==> src/rtl/packet_scheduler.sv <==
// rtl/packet_scheduler.sv - four-queue packet store with timed round-robin read-out
//
// Ports:
//   clk, rst                 clock (rising edge), synchronous active-high reset
//   in_valid, in_data[3:0]   packet strobe; [3:2] queue select, [1:0] payload
//   rd_enable                1 = scheduler runs, 0 = reads paused and timer held at 0
//   out_valid/out_buf/out_payload  registered pop pulse, queue index and payload
//   buffer1_o..buffer4_o     queue images, entry i at [3i+2:3i] = {payload, valid}
//   received, reads, drops   saturating statistics counters
module packet_scheduler #(
    parameter int DEPTH       = 6,
    parameter int READ_PERIOD = 8,
    parameter int CNT_W       = 8
) (
    input  logic                 clk,
    input  logic                 rst,
    input  logic                 in_valid,
    input  logic [3:0]           in_data,
    input  logic                 rd_enable,
    output logic                 out_valid,
    output logic [1:0]           out_buf,
    output logic [1:0]           out_payload,
    output logic [3*DEPTH-1:0]   buffer1_o,
    output logic [3*DEPTH-1:0]   buffer2_o,
    output logic [3*DEPTH-1:0]   buffer3_o,
    output logic [3*DEPTH-1:0]   buffer4_o,
    output logic [CNT_W-1:0]     received,
    output logic [CNT_W-1:0]     reads,
    output logic [CNT_W-1:0]     drops
);
    localparam int OCC_W = $clog2(DEPTH + 1);
    localparam int TMR_W = $clog2(READ_PERIOD);
    localparam logic [OCC_W-1:0] FULL      = OCC_W'(DEPTH);
    localparam logic [TMR_W-1:0] LAST_TICK = TMR_W'(READ_PERIOD - 1);

    typedef enum logic [1:0] {IDLE, COUNT, SERVE} state_t;

    state_t              state_q, state_d;
    logic [TMR_W-1:0]    timer_q, timer_d;
    logic [1:0]          last_q, last_d;
    logic [2:0]          q_q [4][DEPTH];
    logic [2:0]          q_d [4][DEPTH];
    logic [OCC_W-1:0]    occ_q [4];
    logic [OCC_W-1:0]    occ_d [4];
    logic                out_valid_q;
    logic [1:0]          out_buf_q, out_payload_q;
    logic [CNT_W-1:0]    received_q, received_d;
    logic [CNT_W-1:0]    reads_q, reads_d;
    logic [CNT_W-1:0]    drops_q, drops_d;

    logic                pop, drop, any_ready;
    logic [1:0]          grant, cand;
    logic [2:0]          entry;

    assign entry = {in_data[1:0], 1'b1};

    // Round-robin: scan starting one past the last served queue.
    always_comb begin
        grant     = '0;
        any_ready = 1'b0;
        cand      = '0;
        for (int i = 1; i <= 4; i++) begin
            cand = last_q + 2'(i);
            if (!any_ready && occ_q[cand] != '0) begin
                any_ready = 1'b1;
                grant     = cand;
            end
        end
    end

    always_comb begin
        state_d = state_q;
        timer_d = timer_q;
        pop     = 1'b0;
        case (state_q)
            IDLE: begin
                timer_d = '0;
                if (rd_enable) state_d = COUNT;
            end
            COUNT: begin
                if (!rd_enable) begin
                    state_d = IDLE;
                    timer_d = '0;
                end else if (timer_q == LAST_TICK) begin
                    // Period expired: pop if anything is waiting, otherwise start a new period.
                    timer_d = '0;
                    if (any_ready) begin
                        pop     = 1'b1;
                        state_d = SERVE;
                    end
                end else begin
                    timer_d = timer_q + TMR_W'(1);
                end
            end
            SERVE: begin
                timer_d = '0;
                state_d = rd_enable ? COUNT : IDLE;
            end
            default: begin
                state_d = IDLE;
                timer_d = '0;
            end
        endcase
    end

    assign last_d = pop ? grant : last_q;

    // Queue update: pop shifts down first, so a same-edge write lands at the old count-1
    // and can never overflow.
    always_comb begin
        drop = 1'b0;
        for (int k = 0; k < 4; k++) begin
            q_d[k]   = q_q[k];
            occ_d[k] = occ_q[k];
            if (pop && grant == 2'(k)) begin
                for (int i = 0; i < DEPTH - 1; i++) q_d[k][i] = q_q[k][i+1];
                q_d[k][DEPTH-1] = '0;
                if (in_valid && in_data[3:2] == 2'(k)) begin
                    for (int i = 0; i < DEPTH; i++)
                        if (i == int'(occ_q[k]) - 1) q_d[k][i] = entry;
                end else begin
                    occ_d[k] = occ_q[k] - OCC_W'(1);
                end
            end else if (in_valid && in_data[3:2] == 2'(k)) begin
                if (occ_q[k] == FULL) begin
                    for (int i = 0; i < DEPTH - 1; i++) q_d[k][i] = q_q[k][i+1];
                    q_d[k][DEPTH-1] = entry;
                    drop = 1'b1;
                end else begin
                    for (int i = 0; i < DEPTH; i++)
                        if (i == int'(occ_q[k])) q_d[k][i] = entry;
                    occ_d[k] = occ_q[k] + OCC_W'(1);
                end
            end
        end
    end

    assign received_d = (in_valid && received_q != '1) ? received_q + CNT_W'(1) : received_q;
    assign reads_d    = (pop && reads_q != '1)         ? reads_q + CNT_W'(1)    : reads_q;
    assign drops_d    = (drop && drops_q != '1)        ? drops_q + CNT_W'(1)    : drops_q;

    always_ff @(posedge clk) begin
        if (rst) begin
            state_q       <= IDLE;
            timer_q       <= '0;
            last_q        <= 2'd3;
            out_valid_q   <= 1'b0;
            out_buf_q     <= '0;
            out_payload_q <= '0;
            received_q    <= '0;
            reads_q       <= '0;
            drops_q       <= '0;
            for (int k = 0; k < 4; k++) begin
                occ_q[k] <= '0;
                for (int i = 0; i < DEPTH; i++) q_q[k][i] <= '0;
            end
        end else begin
            state_q     <= state_d;
            timer_q     <= timer_d;
            last_q      <= last_d;
            out_valid_q <= pop;
            if (pop) begin
                out_buf_q     <= grant;
                out_payload_q <= q_q[grant][0][2:1];
            end
            received_q  <= received_d;
            reads_q     <= reads_d;
            drops_q     <= drops_d;
            q_q         <= q_d;
            occ_q       <= occ_d;
        end
    end

    for (genvar i = 0; i < DEPTH; i++) begin : g_img
        assign buffer1_o[3*i +: 3] = q_q[0][i];
        assign buffer2_o[3*i +: 3] = q_q[1][i];
        assign buffer3_o[3*i +: 3] = q_q[2][i];
        assign buffer4_o[3*i +: 3] = q_q[3][i];
    end

    assign out_valid   = out_valid_q;
    assign out_buf     = out_buf_q;
    assign out_payload = out_payload_q;
    assign received    = received_q;
    assign reads       = reads_q;
    assign drops       = drops_q;

endmodule

==> config.mk <==
export PLATFORM = sky130hd
export DESIGN_NAME = packet_scheduler
export DESIGN_NICKNAME = d
export VERILOG_FILES = /design/src/rtl/packet_scheduler.sv
export SDC_FILE = /design/constraint.sdc
export NUM_CORES = 1
export LEC_CHECK = 0
export BUFFER_PORTS_ARGS = -buffer_cell sky130_fd_sc_hd__buf_2
export CAP_MARGIN = 40
export CORE_MARGIN = 2
export CORE_UTILIZATION = 35
export DETAILED_ROUTE_END_ITERATION = 8
export SLEW_MARGIN = 20
export SYNTH_ARGS = -nofsm -noshare
export SYNTH_HDL_FRONTEND = slang
export SYNTH_SLANG_ARGS = --single-unit
export TNS_END_PERCENT = 30
==> constraint.sdc <==
create_clock -name clk -period 7.2 [get_ports clk]
set_clock_uncertainty 0.15 [all_clocks]
set_input_delay 1.44 -clock clk [delete_from_list [all_inputs] [get_ports clk]]
set_output_delay 1.44 -clock clk [all_outputs]
set_load 0.02 [all_outputs]
After elaboration in Yosys (flattened, before gate mapping) --
Cells that the tools add are included.
Cells by class: mux-type cells 125, $lt $le $gt $ge 5, bitwise gates (word level) 7, add/sub/neg operators 19, reductions and logical operators 90, eq/ne operators 67
Operator list (count):
- 2-to-1 mux 18 bit | 18
- 2-to-1 mux 3 bit | 72
- logical NOT 32 bit | 4
- nonzero test 3 bit | 28
- == test 3 bit, first input constant | 16
- AND reduction 2 bit | 24
- binary-select mux 18 bit (select 2 bit) | 1
- == test 3 x 4 -> 1 bit, first input constant | 8
- == test 4 bit, first input constant | 8
- adder 8 x 1 -> 8 bit, second input constant | 3
- binary-select mux 3 bit (select 2 bit) | 4
- inequality test 8 bit, second input constant | 3
- 2-to-1 mux 1 bit | 21
- inequality test 2 bit, second input constant | 9
- == test 2 x 4 -> 1 bit, first input constant | 4
- 2-to-1 mux 2 bit | 8
- subtractor 3 x 1 -> 4 bit, second input constant | 4
- adder 3 x 1 -> 3 bit, second input constant | 5
- == test 3 bit, second input constant | 5
- greater-or-equal comparator 3 bit, second input constant | 5
- inverter 2 -> 3 bit | 5
- AND reduction 3 bit | 5
- logical AND 1 bit | 14
- == test 2 x 3 -> 1 bit, first input constant | 4
- other kinds (13) | 35
Storage, ports and cells: register bits after elaboration 120, output and inout port bits 101

Logic depth before layout (Yosys ltp) --
depth in word-level cells 32, gate-level depth with buffers 14, gate-level depth less buffers 11

Worst setup path before layout --
No wires, ideal clock.
path kind input port to flip-flop, start point in in_data[3], end point reg drops_q[4], in the netlist drops[4], setup time 123 ps, stages 9, required time 6927 ps, path buffers 2, path slack 3503 ps, arrival time 3424 ps, cells stage by stage clkbuf_1 or3b_1 clkbuf_1 nor2_1 nand2_1 nor2_2 a221oi_4 nor4b_1 mux2_1
Between the ends: cells in the longest elaborated chain, start to end 14
Ends and longest elaborated chain:
- start: declaration | RTL line 18 | input logic [3:0] in_data,
- logical NOT 2 bit | RTL line 124 | end else if (in_valid && in_data[3:2] == 2'(k)) begin
- logical AND 1 bit | RTL line 124
- 2-to-1 mux 1 bit | RTL line 124
- 2-to-1 mux 1 bit | RTL line 115 | if (pop && grant == 2'(k)) begin
- 2-to-1 mux 1 bit | RTL line 125 | if (occ_q[k] == FULL) begin
- 2-to-1 mux 1 bit | RTL line 124
- 2-to-1 mux 1 bit | RTL line 115
- 2-to-1 mux 1 bit | RTL line 125
- 2-to-1 mux 1 bit | RTL line 124
- 2-to-1 mux 1 bit | RTL line 115
- 2-to-1 mux 1 bit | RTL line 125
- 2-to-1 mux 1 bit | RTL line 124
- 2-to-1 mux 1 bit (*) | RTL line 115
- logical AND 1 bit (*) | RTL line 140 | assign drops_d = (drop && drops_q != '1) ? drops_q + CNT_W'(1) : drops_q;
- end signal: assignment | RTL line 168 | drops_q <= drops_d;
- end: declaration | RTL line 49 | logic [CNT_W-1:0] drops_q, drops_d;
Mark *: on every way between the ends. The rest lies on a longest branch, timed or not. A chain may end at the register's enable or synchronous reset.

Worst setup path in the final report --
start point in rd_enable, end point reg occ_q[2] in the netlist's numbering
Between the ends: cells in the longest elaborated chain, start to end 5
Ends and longest elaborated chain:
- start: declaration | RTL line 19 | input logic rd_enable,
- 2-to-1 mux 1 bit (*) | RTL line 81 | if (!rd_enable) begin
- 2-to-1 mux 1 bit (*) | RTL line 75 | case (state_q)
- logical AND 1 bit (*) | RTL line 115
- inequality test 2 bit (no source line) or nonzero test 2 bit (tied branches)
- AND reduction 3 bit (no source line)
- end signal: indexed assignment | RTL line 154 | occ_q[k] <= '0;
- end signal: assignment | RTL line 170 | occ_q <= occ_d;
- end: declaration | RTL line 43 | logic [OCC_W-1:0] occ_q [4];
Marked as above.

==> results by group <==
Die
  – Row cnt: 50
  – Initial Util: 0.3537
  – Chip height: 141.0 µm
  – Die X: 141.0 µm
  – Die area: 19890 µm²
  – IO Count: 109
  – Core box area: 18580 µm²

Synth
  – FFs w/ async S/R, synth: 0
  – Most used DFF post-synth: dfxtp_1
  – FF+latch count, synth: 120
  – Post-synth EDFFs: 0
  – Seq/Total Area, Yosys: 0.3656
  – Mapped cell area: 6571 µm²
  – Synth Instances: 809
  – Synth cell types: 79
  – Post-Syn Nets: 826
  – Syn_area_per_cell: 8.123 µm²
  – Ys Warns: 0

Route
  – Remaining DRCs: 0
  – Drt initial violations: 496
  – Wirelength per Cell: 16.22 µm
  – Via count: 6205
  – Routed WL: 18320 µm
  – ANT nets after route: 0
  – Via density per instance: 5.496
  – 1st-pass router iterations: 5

Critical path
  – Crit path DAT: 4.11 ns
  – Critical Path Stages: 10
  – Crit end category: flip-flop
  – CP max-delay cell: a41o_1
  – CP Class: input pin to flip-flop
  – Worst path most repeated cell: a211oi_1
  – Worst R2R Path Depth: 9
  – Req. time, crit path: 7.39 ns
  – Largest delay contributor family on the critical path: compound AO/OA/AOI/OAI gates
  – CP startpoint kind: input pin
  – Critical path peak fanout: 18
  – Crit path cell chain: buf_2 > nand4b_1 > a41o_1 > a31oi_4 > nand2_2 > inv_1 > fa_1 > nor3_1 > a211oi_1 > a211oi_1
  – Biggest cell delay along the critical path: 0.59 ns
  – WP buf/inv: 2

Clocking
  – CTS tree: yes
  – Clock Sinks: 120
  – Clock slew at reported path FFs: 0.05 ns
  – H-tree depth: 4
  – Hold_buf cts: 0
  – Clk buf depth: 2
  – Worst-Skew Late Latency: 0.42 ns
  – CTS resizes: 0
  – Post-CTS setup buffers: 0
  – Root buffer cell: clkbuf_16
  – Inserted Clock Buffers: 17

Global routing
  – Pin count of the biggest net entering global routing: 66
  – Initial antenna violation count: 0
  – Total congestion overflow: 0
  – Vias in the first global route: 5691
  – GRT Util Overall: 0.1882
  – First-pass GRT wire length: 29960 µm

Layout
  – Area grow syn2layout: 19.33%
  – Layout Utilization: 0.4220
  – # diodes: 0
  – Layout Cells excl Fill: 1129
  – # nets final: 899
  – Share of cells above drive strength 1: 0.1877

Timing
  – Post-layout min period: 3.925 ns
  – Final setup fails: 0
  – Slew headroom: 0.5239
  – Setup tns final: 0 ns
  – Worst Tran Pin Value: 0.7141 ns
  – Crit path setup slack, layout: 3.275 ns
  – Achievable Freq: 0.2547 GHz
  – Final Slew Violations: 0
  – Fin crit share: 0.5452
  – Final Hold Fails: 0
  – Hold_ws: 0.2800 ns
  – RSZ-0062 raised after global routing: false

Min path
  – Worst hold path type: flip-flop to flip-flop
  – Hold Path Depth: 1

Power and ir drop
  – P per Cell Area: 219.0 nW/µm²
  – Max IR drop VDD: 0.0001647 V
  – Leak: 3.166 nW

Placement
  – Global placer's final weighted congestion: 0.8424
  – Buffers on Ports: 108
  – Detail Placement HPWL: 12860 µm
  – Pre-CTS WS: 2.900 ns
  – Placed insts: 1097

Job
  – Max-cap viol count: 0

Status
  – Status: finished clean
==> worst register-to-register path: stages (launching register included) <==
cell and delay (ns):
dfxtp_1 0.53, nor3_1 0.46, a41o_1 0.70, a31oi_4 0.12
nand2_2 0.33, inv_1 0.30, fa_1 0.49, nor3_1 0.29
a211oi_1 0.09, a211oi_1 0.23
==> state kept, by name (all words and copies together) (netlist names) <==
name,cells
timer_q,3
received,8
out_buf,2
last_q,2
reads,8
buffer1_o,18
drops,8
buffer3_o,18
buffer4_o,18
buffer2_o,18
out_payload,2
out_valid,1
occ_q,12
state_q,2
==> where the power goes <==
group | leakage [nW] | internal (W) | switching (W)
clock network | 0.307 | 0.000608 | 0.000317
logic | 1.89 | 0.0000361 | 0.0000700
registers | 0.969 | 0.000672 | 0.0000135
total | 3.17 | 0.00132 | 0.000401
==> cell usage after synthesis (all sizes together), types with 3 or more instances <==
cell type / number / area [µm²]
nor4b: 4 / 35.03
and3: 8 / 50.05
mux2i: 30 / 304.0
o22ai: 5 / 31.28
o21a: 5 / 37.54
nand4: 10 / 62.56
inv: 22 / 85.09
or4: 4 / 30.03
nand3: 28 / 145.1
o21ai: 23 / 122.6
buf: 18 / 98.84
nor4: 4 / 25.02
a32oi: 10 / 95.10
a211oi: 35 / 262.8
fa: 4 / 80.08
nor3: 21 / 121.4
ha: 5 / 62.56
a311oi: 13 / 120.1
a31oi: 10 / 77.57
a211o: 4 / 35.03
nand3b: 4 / 30.03
nor3b: 6 / 45.04
nand2: 69 / 261.5
xor2: 10 / 87.58
a21o: 3 / 22.52
or3: 10 / 67.56
and2: 6 / 37.54
a21oi: 53 / 265.3
clkbuf: 38 / 142.6
o41ai: 4 / 35.03
nor2b: 21 / 131.4
a22oi: 9 / 77.57
mux2: 8 / 90.08
nor2: 125 / 471.7
o221ai: 4 / 35.03
a221oi: 4 / 52.56
o31ai: 6 / 45.04
nand2b: 13 / 81.33
xnor2: 8 / 70.07
dfxtp: 120 / 2402
==> layer usage <==
layer / wire, µm / up-vias / track usage / share of wire
met5: 0 / - / 0 / 0
met4: 279 / 0 / 0.06632 / 0.015
met3: 876 / 18 / 0.04076 / 0.048
met2: 8055 / 179 / 0.2809 / 0.44
met1: 9104 / 2923 / 0.2681 / 0.50
li1: - / 3085 / - / -
==> placed cells by master, fill, tap and decap left out, types with 7 or more instances in the layout <==
| cell type | count |
|---|---|
| xnor2_1 | 8 |
| nand2b_1 | 13 |
| nor2b_1 | 21 |
| clkbuf_16 | 17 |
| a22oi_1 | 7 |
| or3_1 | 9 |
| xor2_1 | 10 |
| nand4_1 | 10 |
| nor3_1 | 19 |
| a21oi_1 | 53 |
| a211oi_1 | 35 |
| a311oi_1 | 12 |
| nand2_1 | 68 |
| o21ai_0 | 18 |
| dfxtp_1 | 120 |
| buf_2 | 107 |
| mux2i_1 | 29 |
| and3_1 | 8 |
| a32oi_1 | 9 |
| nand3_1 | 27 |
| nor2_1 | 124 |
| inv_1 | 19 |
| a31oi_1 | 9 |
==> worst paths after layout <==
check / from / slack [ns] / end
hold / removal: timer_q[0] / 0.28 / timer_q[0]
setup / recovery: rd_enable / 3.27 / occ_q[2]
hold reg to reg: timer_q[0] / 0.28 / timer_q[0]
setup reg to reg: occ_q[0] / 3.43 / occ_q[2]
==> per-stage QoR <==
stage	power (W)	instance area [µm²]
2_1_floorplan	0.0007752	6571
3_3_place_gp	0.0008032	7173
5_1_grt	0.001782	7841
6_report	0.001717	7841
3_5_place_dp	0.0008057	7201
4_1_cts	0.001735	7841
==> area by class of cell <==
type / count / area (µm²)
Timing Repair Buffer: 110 / 578.1
Multi-Input combinational cell: 611 / 3842
Sequential cell: 120 / 2402
Inverter: 22 / 85.08
Fill cell: 1868 / 10740
Clock inverter: 10 / 166.4
Clock buffer: 22 / 474.2
Tap cell: 234 / 292.8
==> cell families (layout without fill, tap and decap cells) <==
kind of cell | count (synthesis) | in the layout | synth area share
AO/OA/AOI/OAI | 206 | 206 | 0.2277
flip-flops | 120 | 120 | 0.3656
multiplexers | 38 | 38 | 0.05998
AND/OR/NAND/NOR | 340 | 340 | 0.2513
adder cells (fa/ha/maj) | 9 | 9 | 0.02171
buffers and inverters | 78 | 164 | 0.04970
XOR/XNOR | 18 | 18 | 0.02399
(Power assumes the default switching activity.)
